## src/rtl/nsa_pkg.sv

```systemverilog
// Shared definitions for the nibble-serial adder: slice width and controller states.
package nsa_pkg;

    localparam int NIBBLE_W = 4;

    typedef enum logic [1:0] {
        IDLE = 2'd0,
        RUN  = 2'd1,
        DONE = 2'd2
    } state_e;

endpackage

```

## src/rtl/nibble_serial_adder_if.sv

```systemverilog
// Operand/sum streams and control of the nibble-serial adder, grouped as one bundle.
interface nibble_serial_adder_if;
    import nsa_pkg::*;

    logic                START;
    logic                CIN;
    logic                IN_VALID;
    logic                IN_READY;
    logic [NIBBLE_W-1:0] A;
    logic [NIBBLE_W-1:0] B;
    logic                OUT_VALID;
    logic                OUT_READY;
    logic [NIBBLE_W-1:0] SUM;
    logic                OUT_LAST;
    logic                CARRY;
    logic                OVERFLOW;
    logic                BUSY;

    modport master (
        output START, CIN, IN_VALID, A, B, OUT_READY,
        input  IN_READY, OUT_VALID, SUM, OUT_LAST, CARRY, OVERFLOW, BUSY
    );

    modport slave (
        input  START, CIN, IN_VALID, A, B, OUT_READY,
        output IN_READY, OUT_VALID, SUM, OUT_LAST, CARRY, OVERFLOW, BUSY
    );

endinterface

```

## src/rtl/nibble_add_slice.sv

```systemverilog
// Combinational 4-bit ripple-add slice; exposes the carry into the MSB for overflow detection.
module nibble_add_slice
    import nsa_pkg::*;
(
    input  logic [NIBBLE_W-1:0] a,
    input  logic [NIBBLE_W-1:0] b,
    input  logic                cin,
    output logic [NIBBLE_W-1:0] sum,
    output logic                cout,
    output logic                c3
);

    logic c1, c2;

    always_comb begin
        sum[0] = a[0] ^ b[0] ^ cin;
        c1     = (a[0] & b[0]) | (cin & (a[0] ^ b[0]));
        sum[1] = a[1] ^ b[1] ^ c1;
        c2     = (a[1] & b[1]) | (c1 & (a[1] ^ b[1]));
        sum[2] = a[2] ^ b[2] ^ c2;
        c3     = (a[2] & b[2]) | (c2 & (a[2] ^ b[2]));
        sum[3] = a[3] ^ b[3] ^ c3;
        cout   = (a[3] & b[3]) | (c3 & (a[3] ^ b[3]));
    end

endmodule

```

## src/rtl/nibble_serial_adder.sv

```systemverilog
// Multi-word adder: one nibble per beat through a single slice, carry chained in a register,
// with a one-entry output register on the sum stream.
module nibble_serial_adder
    import nsa_pkg::*;
#(
    parameter int NIBBLES = 4
) (
    input  logic                  CLK,
    input  logic                  RST_N,
    nibble_serial_adder_if.slave  bus
);

    localparam int CNT_W = $clog2(NIBBLES) + 1;

    state_e              state_q, state_d;
    logic                carry_q, carry_d;
    logic [CNT_W-1:0]    cnt_q, cnt_d;
    logic [NIBBLE_W-1:0] sum_q, sum_d;
    logic                out_valid_q, out_valid_d;
    logic                out_last_q, out_last_d;
    logic                carry_flag_q, carry_flag_d;
    logic                ovf_q, ovf_d;

    logic [NIBBLE_W-1:0] slice_sum;
    logic                slice_cout;
    logic                slice_c3;
    logic                in_ready;
    logic                last_beat;

    nibble_add_slice u_slice (
        .a    (bus.A),
        .b    (bus.B),
        .cin  (carry_q),
        .sum  (slice_sum),
        .cout (slice_cout),
        .c3   (slice_c3)
    );

    // Accept a new beat whenever the output register is empty or is being drained this cycle.
    assign in_ready  = (state_q == RUN) && (!out_valid_q || bus.OUT_READY);
    assign last_beat = (cnt_q == CNT_W'(NIBBLES - 1));

    always_comb begin
        state_d      = state_q;
        carry_d      = carry_q;
        cnt_d        = cnt_q;
        sum_d        = sum_q;
        out_valid_d  = out_valid_q;
        out_last_d   = out_last_q;
        carry_flag_d = carry_flag_q;
        ovf_d        = ovf_q;
        unique case (state_q)
            IDLE: begin
                if (bus.START) begin
                    carry_d = bus.CIN;
                    cnt_d   = '0;
                    state_d = RUN;
                end
            end
            RUN: begin
                if (out_valid_q && bus.OUT_READY) out_valid_d = 1'b0;
                if (bus.IN_VALID && in_ready) begin
                    sum_d       = slice_sum;
                    out_valid_d = 1'b1;
                    carry_d     = slice_cout;
                    cnt_d       = cnt_q + CNT_W'(1);
                    out_last_d  = last_beat;
                    if (last_beat) begin
                        carry_flag_d = slice_cout;
                        ovf_d        = slice_c3 ^ slice_cout;
                        state_d      = DONE;
                    end
                end
            end
            DONE: begin
                if (out_valid_q && bus.OUT_READY) begin
                    out_valid_d = 1'b0;
                    out_last_d  = 1'b0;
                    state_d     = IDLE;
                end
            end
            default: state_d = IDLE;
        endcase
    end

    always_ff @(posedge CLK or negedge RST_N) begin
        if (!RST_N) begin
            state_q      <= IDLE;
            carry_q      <= 1'b0;
            cnt_q        <= '0;
            sum_q        <= '0;
            out_valid_q  <= 1'b0;
            out_last_q   <= 1'b0;
            carry_flag_q <= 1'b0;
            ovf_q        <= 1'b0;
        end else begin
            state_q      <= state_d;
            carry_q      <= carry_d;
            cnt_q        <= cnt_d;
            sum_q        <= sum_d;
            out_valid_q  <= out_valid_d;
            out_last_q   <= out_last_d;
            carry_flag_q <= carry_flag_d;
            ovf_q        <= ovf_d;
        end
    end

    assign bus.IN_READY  = in_ready;
    assign bus.OUT_VALID = out_valid_q;
    assign bus.SUM       = sum_q;
    assign bus.OUT_LAST  = out_last_q;
    assign bus.CARRY     = carry_flag_q;
    assign bus.OVERFLOW  = ovf_q;
    assign bus.BUSY      = (state_q != IDLE);

endmodule

```

## src/flat_wrapper.sv

```systemverilog
// flat-port wrapper written by rule: the top's interface ports become plain ports
module nibble_serial_adder_flat import nsa_pkg::*;
#(
    parameter int NIBBLES = 4
)
  (CLK, RST_N, bus_START, bus_CIN, bus_IN_VALID, bus_A, bus_B, bus_OUT_READY, bus_IN_READY, bus_OUT_VALID, bus_SUM, bus_OUT_LAST, bus_CARRY, bus_OVERFLOW, bus_BUSY);
  nibble_serial_adder_if bus_i ();
  input  logic CLK;
  input  logic RST_N;
  input wire logic [$bits(bus_i.START)-1:0] bus_START;
  input wire logic [$bits(bus_i.CIN)-1:0] bus_CIN;
  input wire logic [$bits(bus_i.IN_VALID)-1:0] bus_IN_VALID;
  input wire logic [$bits(bus_i.A)-1:0] bus_A;
  input wire logic [$bits(bus_i.B)-1:0] bus_B;
  input wire logic [$bits(bus_i.OUT_READY)-1:0] bus_OUT_READY;
  output wire logic [$bits(bus_i.IN_READY)-1:0] bus_IN_READY;
  output wire logic [$bits(bus_i.OUT_VALID)-1:0] bus_OUT_VALID;
  output wire logic [$bits(bus_i.SUM)-1:0] bus_SUM;
  output wire logic [$bits(bus_i.OUT_LAST)-1:0] bus_OUT_LAST;
  output wire logic [$bits(bus_i.CARRY)-1:0] bus_CARRY;
  output wire logic [$bits(bus_i.OVERFLOW)-1:0] bus_OVERFLOW;
  output wire logic [$bits(bus_i.BUSY)-1:0] bus_BUSY;
  assign bus_i.START = bus_START;
  assign bus_i.CIN = bus_CIN;
  assign bus_i.IN_VALID = bus_IN_VALID;
  assign bus_i.A = bus_A;
  assign bus_i.B = bus_B;
  assign bus_i.OUT_READY = bus_OUT_READY;
  assign bus_IN_READY = bus_i.IN_READY;
  assign bus_OUT_VALID = bus_i.OUT_VALID;
  assign bus_SUM = bus_i.SUM;
  assign bus_OUT_LAST = bus_i.OUT_LAST;
  assign bus_CARRY = bus_i.CARRY;
  assign bus_OVERFLOW = bus_i.OVERFLOW;
  assign bus_BUSY = bus_i.BUSY;
  nibble_serial_adder #(.NIBBLES(NIBBLES)) u_core (.CLK(CLK), .RST_N(RST_N), .bus(bus_i));
endmodule
```

## config.mk

```make
export PLATFORM = sky130hd
export DESIGN_NAME = nibble_serial_adder_flat
export DESIGN_NICKNAME = d
export VERILOG_FILES = /design/src/rtl/nsa_pkg.sv /design/src/rtl/nibble_serial_adder_if.sv /design/src/rtl/nibble_add_slice.sv /design/src/rtl/nibble_serial_adder.sv /design/src/flat_wrapper.sv
export SDC_FILE = /design/constraint.sdc
export NUM_CORES = 1
export LEC_CHECK = 0
export CORE_MARGIN = 3
export CORE_UTILIZATION = 40
export DETAILED_ROUTE_END_ITERATION = 12
export PLACE_DENSITY_LB_ADDON = 0.05
export SKIP_LAST_GASP = 1
export SYNTH_ARGS = -nofsm -noshare
export SYNTH_HDL_FRONTEND = slang
export SYNTH_HIERARCHICAL = 1
export SYNTH_SLANG_ARGS = --single-unit
```

## constraint.sdc

```tcl
create_clock -name CLK -period 5.4 [get_ports CLK]
set_input_delay 1.35 -clock CLK [delete_from_list [all_inputs] [get_ports CLK]]
set_output_delay 1.35 -clock CLK [all_outputs]
set_load 0.005 [all_outputs]
```

* Word-level counts from Yosys, hierarchy flattened
Index checks and enable logic that the tools add are counted.
Storage, ports and cells: output and inout port bits 10, register bits after elaboration 14, word-level logic and storage cells 68, bits of input ports 14
Cells by class: reduce and logical (&&, ||, !) cells 14, bitwise gates (word level) 21, $add $sub $neg 1, muxes and demuxes 17, eq/ne operators 7
Operators with widths (count):
- $reduce_and 3->1 | 3
- $xor 1x1->1 | 9
- $and 1x1->1 | 8
- $mux 2 | 4
- $mux 1 | 6
- $mux 3 | 2
- $pmux 1 s2 | 3
- $pmux 2 s3 | 1
- $pmux 3 s2 | 1
- $reduce_bool 2->1 | 3
- $ne 2x1->1 const B | 2
- $ne 2x2->1 const B | 2
- $or 1x1->1 | 4
- $reduce_and 4->1 | 1
- $add 3x1->3 const B | 1
- $eq 3x2->1 const B | 1
- $logic_and 1x1->1 | 3
- $eq 2x1->1 const B | 1
- $eq 2x2->1 const B | 1
- $logic_not 2->1 | 1
- $reduce_and 2->1 | 1
- $logic_not 1->1 | 1
- $logic_or 1x1->1 | 1

* Logic depth before layout (Yosys ltp)
word-level depth 11, mapped depth 8, mapped depth without buffers 8

* By module
The synthesis kept the hierarchy.
Modules (own cells, without submodules):
- nibble_serial_adder | times used 1, sequential area each 350.3 sq um, cells each 66, area an instance 812.0 sq um
- nibble_add_slice | times used 1, sequential area each 0.0 sq um, cells each 12, area an instance 110.1 sq um

* Worst setup path after synthesis
No wires, ideal clock.
path type input to register, from input bus_A[0], to register u_core.carry_q, library setup time 0.125 ns, data arrival time 3.103 ns, data required time 5.275 ns, buffers on the path 0, path slack 2.173 ns, cell stages on the path 8, path through fa_1 -> inv_1 -> fa_1 -> fa_1 -> inv_1 -> fa_1 -> mux2_2 -> mux2_2
Between the ends: longest elaborated chain between the ends 11, elaborated cells between the ends (all ways) 12, classes of those cells 2 x mux; 10 x bitwise
Ends and longest elaborated chain:
- from (decl) | RTL line flat_wrapper.sv:13 | input wire logic [$bits(bus_i.A)-1:0] bus_A;
- $xor 1x1->1 | RTL line nibble_add_slice.sv:17 | c1 = (a[0] & b[0]) | (cin & (a[0] ^ b[0]));
- $and 1x1->1 | RTL line nibble_add_slice.sv:17
- $or 1x1->1 (*) | RTL line nibble_add_slice.sv:17
- $and 1x1->1 (*) | RTL line nibble_add_slice.sv:19 | c2 = (a[1] & b[1]) | (c1 & (a[1] ^ b[1]));
- $or 1x1->1 (*) | RTL line nibble_add_slice.sv:19
- $and 1x1->1 (*) | RTL line nibble_add_slice.sv:21 | c3 = (a[2] & b[2]) | (c2 & (a[2] ^ b[2]));
- $or 1x1->1 (*) | RTL line nibble_add_slice.sv:21
- named net u_core.slice_c3 | RTL line nibble_serial_adder.sv:26 | logic slice_c3;
- $and 1x1->1 (*) | RTL line nibble_add_slice.sv:23 | cout = (a[3] & b[3]) | (c3 & (a[3] ^ b[3]));
- $or 1x1->1 (*) | RTL line nibble_add_slice.sv:23
- named net u_core.slice_cout | RTL line nibble_serial_adder.sv:25 | logic slice_cout;
- $mux 1 (*) | RTL line nibble_serial_adder.sv:62 | if (bus.IN_VALID && in_ready) begin
- $pmux 1 s2 (*) | RTL line nibble_serial_adder.sv:52 | unique case (state_q)
- to (signal assigned) | RTL line nibble_serial_adder.sv:98 | carry_q <= carry_d;
- to (decl) | RTL line nibble_serial_adder.sv:16 | logic carry_q, carry_d;
Mark *: on every way through the listed nets, which the timed path passes. The rest lies on a longest branch. The select of a mux whose other input is x is not followed. A chain may end at the register's enable or synchronous reset.

* Worst setup path in the final report
from input bus_OUT_READY, to output bus_IN_READY
Between the ends: longest elaborated chain between the ends 2
Ends and longest elaborated chain:
- from (decl) | RTL line flat_wrapper.sv:15 | input wire logic [$bits(bus_i.OUT_READY)-1:0] bus_OUT_READY;
- $logic_or 1x1->1 | RTL line nibble_serial_adder.sv:40 | assign in_ready = (state_q == RUN) && (!out_valid_q || bus.OUT_READY);
- $logic_and 1x1->1 | RTL line nibble_serial_adder.sv:40
- to (decl) | RTL line flat_wrapper.sv:16 | output wire logic [$bits(bus_i.IN_READY)-1:0] bus_IN_READY;
No other way between the ends.

==> flow_summary.json <==
{
  "cts_buffers": 3,
  "worst_slew_pin_slew_ns": 0.6286,
  "period_minus_slack_ns": 3.998,
  "crit_slowest_cell": "clkdlybuf4s50_1",
  "yosys-top-cells-area": "dfrtp_1, mux2_2, ha_1",
  "syn_avg_cell_area_um2": 11.82,
  "coreArea_um2": 2062,
  "drt_wl_total_mm": 1.559,
  "cap_violations": 0,
  "grt_overflow": 0,
  "start_util_pct": 44.72,
  "status": "complete, no violations",
  "route.antenna.remaining_nets": 0,
  "ys_types": 25,
  "die_y_um": 54.02,
  "max_stage_delay_ns": 0.51,
  "clkLatencyLatePin_ns": 0.27,
  "endpoint_kind": "primary output",
  "post_cts_buffers": 0,
  "cp.arrival_ns": 2.65,
  "synth-edff-count": 0,
  "dpl_cell_area_um2": 1164,
  "synthToLayoutAreaGrowth_pct": 28.63,
  "final_cell_area_um2": 1186,
  "relSlewSlack_pct": 57.96,
  "fin_worst_skew_ns": 0.004222,
  "grt_max_degree": 15,
  "drt_pass1_iterations": 4,
  "ctsRootBufferMaster": "clkbuf_4",
  "final_net_count": 129,
  "post-route-period-util_pct": 74.04,
  "crit_path_frequent_cell": "clkdlybuf4s50_1",
  "rsz0062_at_grt": "no",
  "required_ns": 4.05,
  "portBuffers": 23,
  "yosysTopAreaCell": "dfrtp_1",
  "synthCells": 78,
  "synth_fa_ha_area_share_pct": 18.18,
  "grt_pass1_wl_mm": 2.670,
  "grt_pass1_vias": 608,
  "fmax_mhz": 250.1,
  "syn-cell-area_um2": 922.1,
  "clkTransAtPathRegs_ns": 0.08,
  "path_max_fanout": 4,
  "dp_hpwl_mm": 1.255,
  "drc": 0,
  "hold_violations": 0,
  "ys_async_sr_fraction_pct": 100.0,
  "ys_seq_elements": 14,
  "wl_per_cell_um": 12.09,
  "synth-compound-area-share_pct": 5.563,
  "fillers": 186,
  "grt_util_all_layers_pct": 13.31,
  "synthFlopType": "dfrtp_1",
  "ys_seq_area_share_pct": 37.99,
  "rows": 16,
  "synth-xor-area-share_pct": 0.9498,
  "cts_tree": "built",
  "synthTopCellsByCount": "dfrtp_1, inv_1, mux2_2",
  "drv_slew": 0,
  "cp_cell_sequence": "clkdlybuf4s50_1, nand2b_4, and2_1, clkdlybuf4s50_1",
  "via_per_inst": 4.860,
  "cts_max_path_buffers": 2,
  "p_leak_nw": 0.5635,
  "grt_antenna_before_repair": 0,
  "critPathLaunchType": "input port",
  "max-vdd-ir-drop_v": 0.0002089,
  "holdCritPathClass": "reg2reg",
  "boundaryPins": 24,
  "criticalPathCategory": "in2out",
  "drive_above_1_share_pct": 19.61,
  "fp.dieW_um": 54.02,
  "yosysTopAreaCellShare_pct": 37.99,
  "finalSetupViolCount": 0,
  "htreeDepth": 1,
  "synth_top_family_by_area": "adder cells",
  "cts.sinks": 14,
  "synthesis.nets": 103,
  "diodes": 0,
  "synthMuxAreaShare_pct": 16.42,
  "gp_congestion": 0.6603,
  "dieArea_um2": 2918,
  "vias": 627,
  "synth-simple-area-share_pct": 12.75,
  "finalSetupTns_ns": 0,
  "powerDensity_nw_per_um2": 454.3,
  "cts_hold_buf": 0,
  "drt_iter0_markers": 9,
  "ctsResizeCount": 0,
  "synth_warnings": 6
}
==> critical path, delay by kind of cell <==
family	cells	cell delay, ns
buf+inv	2	1.00
simple gates	2	0.29
==> metal layers <==
layer / vias to the layer above / global-route usage, % / share of wire, %
met1: 306 / 15.64 / 44
li1: 299 / - / -
met3: 4 / 3.324 / 7.2
met2: 18 / 21.37 / 47
met4: 0 / 8.714 / 2.2
met5: - / 0 / 0
==> power breakdown <==
group / switching [mW] / leakage, nW / internal [mW]
logic: 0.121 / 0.373 / 0.180
registers: 0.0305 / 0.177 / 0.150
clock network: 0.0308 / 0.0138 / 0.0258
==> through the flow <==
stage	hold WS [ns]	cells	worst slack, ns	util, %	power (mW)
3_5_place_dp	0.4925	126	1.420	56.43	0.4867
3_3_place_gp	0.4946	126	1.426	56.43	0.4832
4_1_cts	0.5208	129	1.407	57.52	0.5481
6_report	0.5161	129	1.402	57.52	0.5388
2_1_floorplan	0.4899	78	2.173	-	0.3761
5_1_grt	0.5323	129	1.351	57.52	0.5830
==> layout by cell type (no fill, tap or decap), drive strengths merged <==
cell,netlist,final
clkdlybuf4s50,0,23
inv,14,14
dfrtp,14,14
mux2,11,11
ha,7,7
nand2,6,6
nand2b,5,5
fa,4,4
clkbuf,0,3
mux2i,2,2
a21oi,2,2
nor2b,2,2
and2,1,1
a21boi,1,1
o21ai,1,1
nor2,1,1
a32o,1,1
nand4b,1,1
nand3,1,1
o31ai,1,1
xor2,1,1
==> registers in the layout (all words and copies together) (netlist names) <==
name / flops
u_core/bus.OVERFLOW: 1
u_core/carry_q: 1
u_core/state_q: 2
u_core/bus.SUM: 4
u_core/cnt_q: 3
u_core/bus.CARRY: 1
u_core/bus.OUT_LAST: 1
u_core/bus.OUT_VALID: 1
==> kinds of logic (layout without fill, tap and decap cells) <==
logic type / Yosys count / count (layout)
AO/OA/AOI/OAI: 6 / 6
adder cells (fa/ha/maj): 11 / 11
XOR/XNOR: 1 / 1
multiplexers: 13 / 13
AND/OR/NAND/NOR: 17 / 17
buffers and inverters: 16 / 40
flip-flops: 14 / 14
==> final cells by class <==
type | instances | area [um2] | share of cell area [%]
multi-input combinational | 48 | 496.7 | 41.88
timing repair buffer | 23 | 230.2 | 19.41
tap | 27 | 33.78 | 2.848
inverter | 14 | 52.55 | 4.430
clock buffer | 3 | 22.52 | 1.899
sequential | 14 | 350.3 | 29.54
==> path summary, 6_finish.rpt <==
kind | start | endpoint | slack [ns] | cells after the start
setup / recovery | bus_OUT_READY | bus_IN_READY | 1.40 | 4
setup reg to reg | u_core/carry_q | u_core/carry_q | 3.11 | 8
hold reg to reg | u_core/bus.SUM[2] | u_core/bus.SUM[2] | 0.52 | 1
hold / removal | u_core/bus.SUM[2] | u_core/bus.SUM[2] | 0.52 | 1
max in group asynchronous | RST_N | u_core/carry_q | 3.53 | 1
min in group asynchronous | RST_N | u_core/bus.SUM[3] | 1.47 | 1
Note: power is estimated with default switching activity, not from simulation.
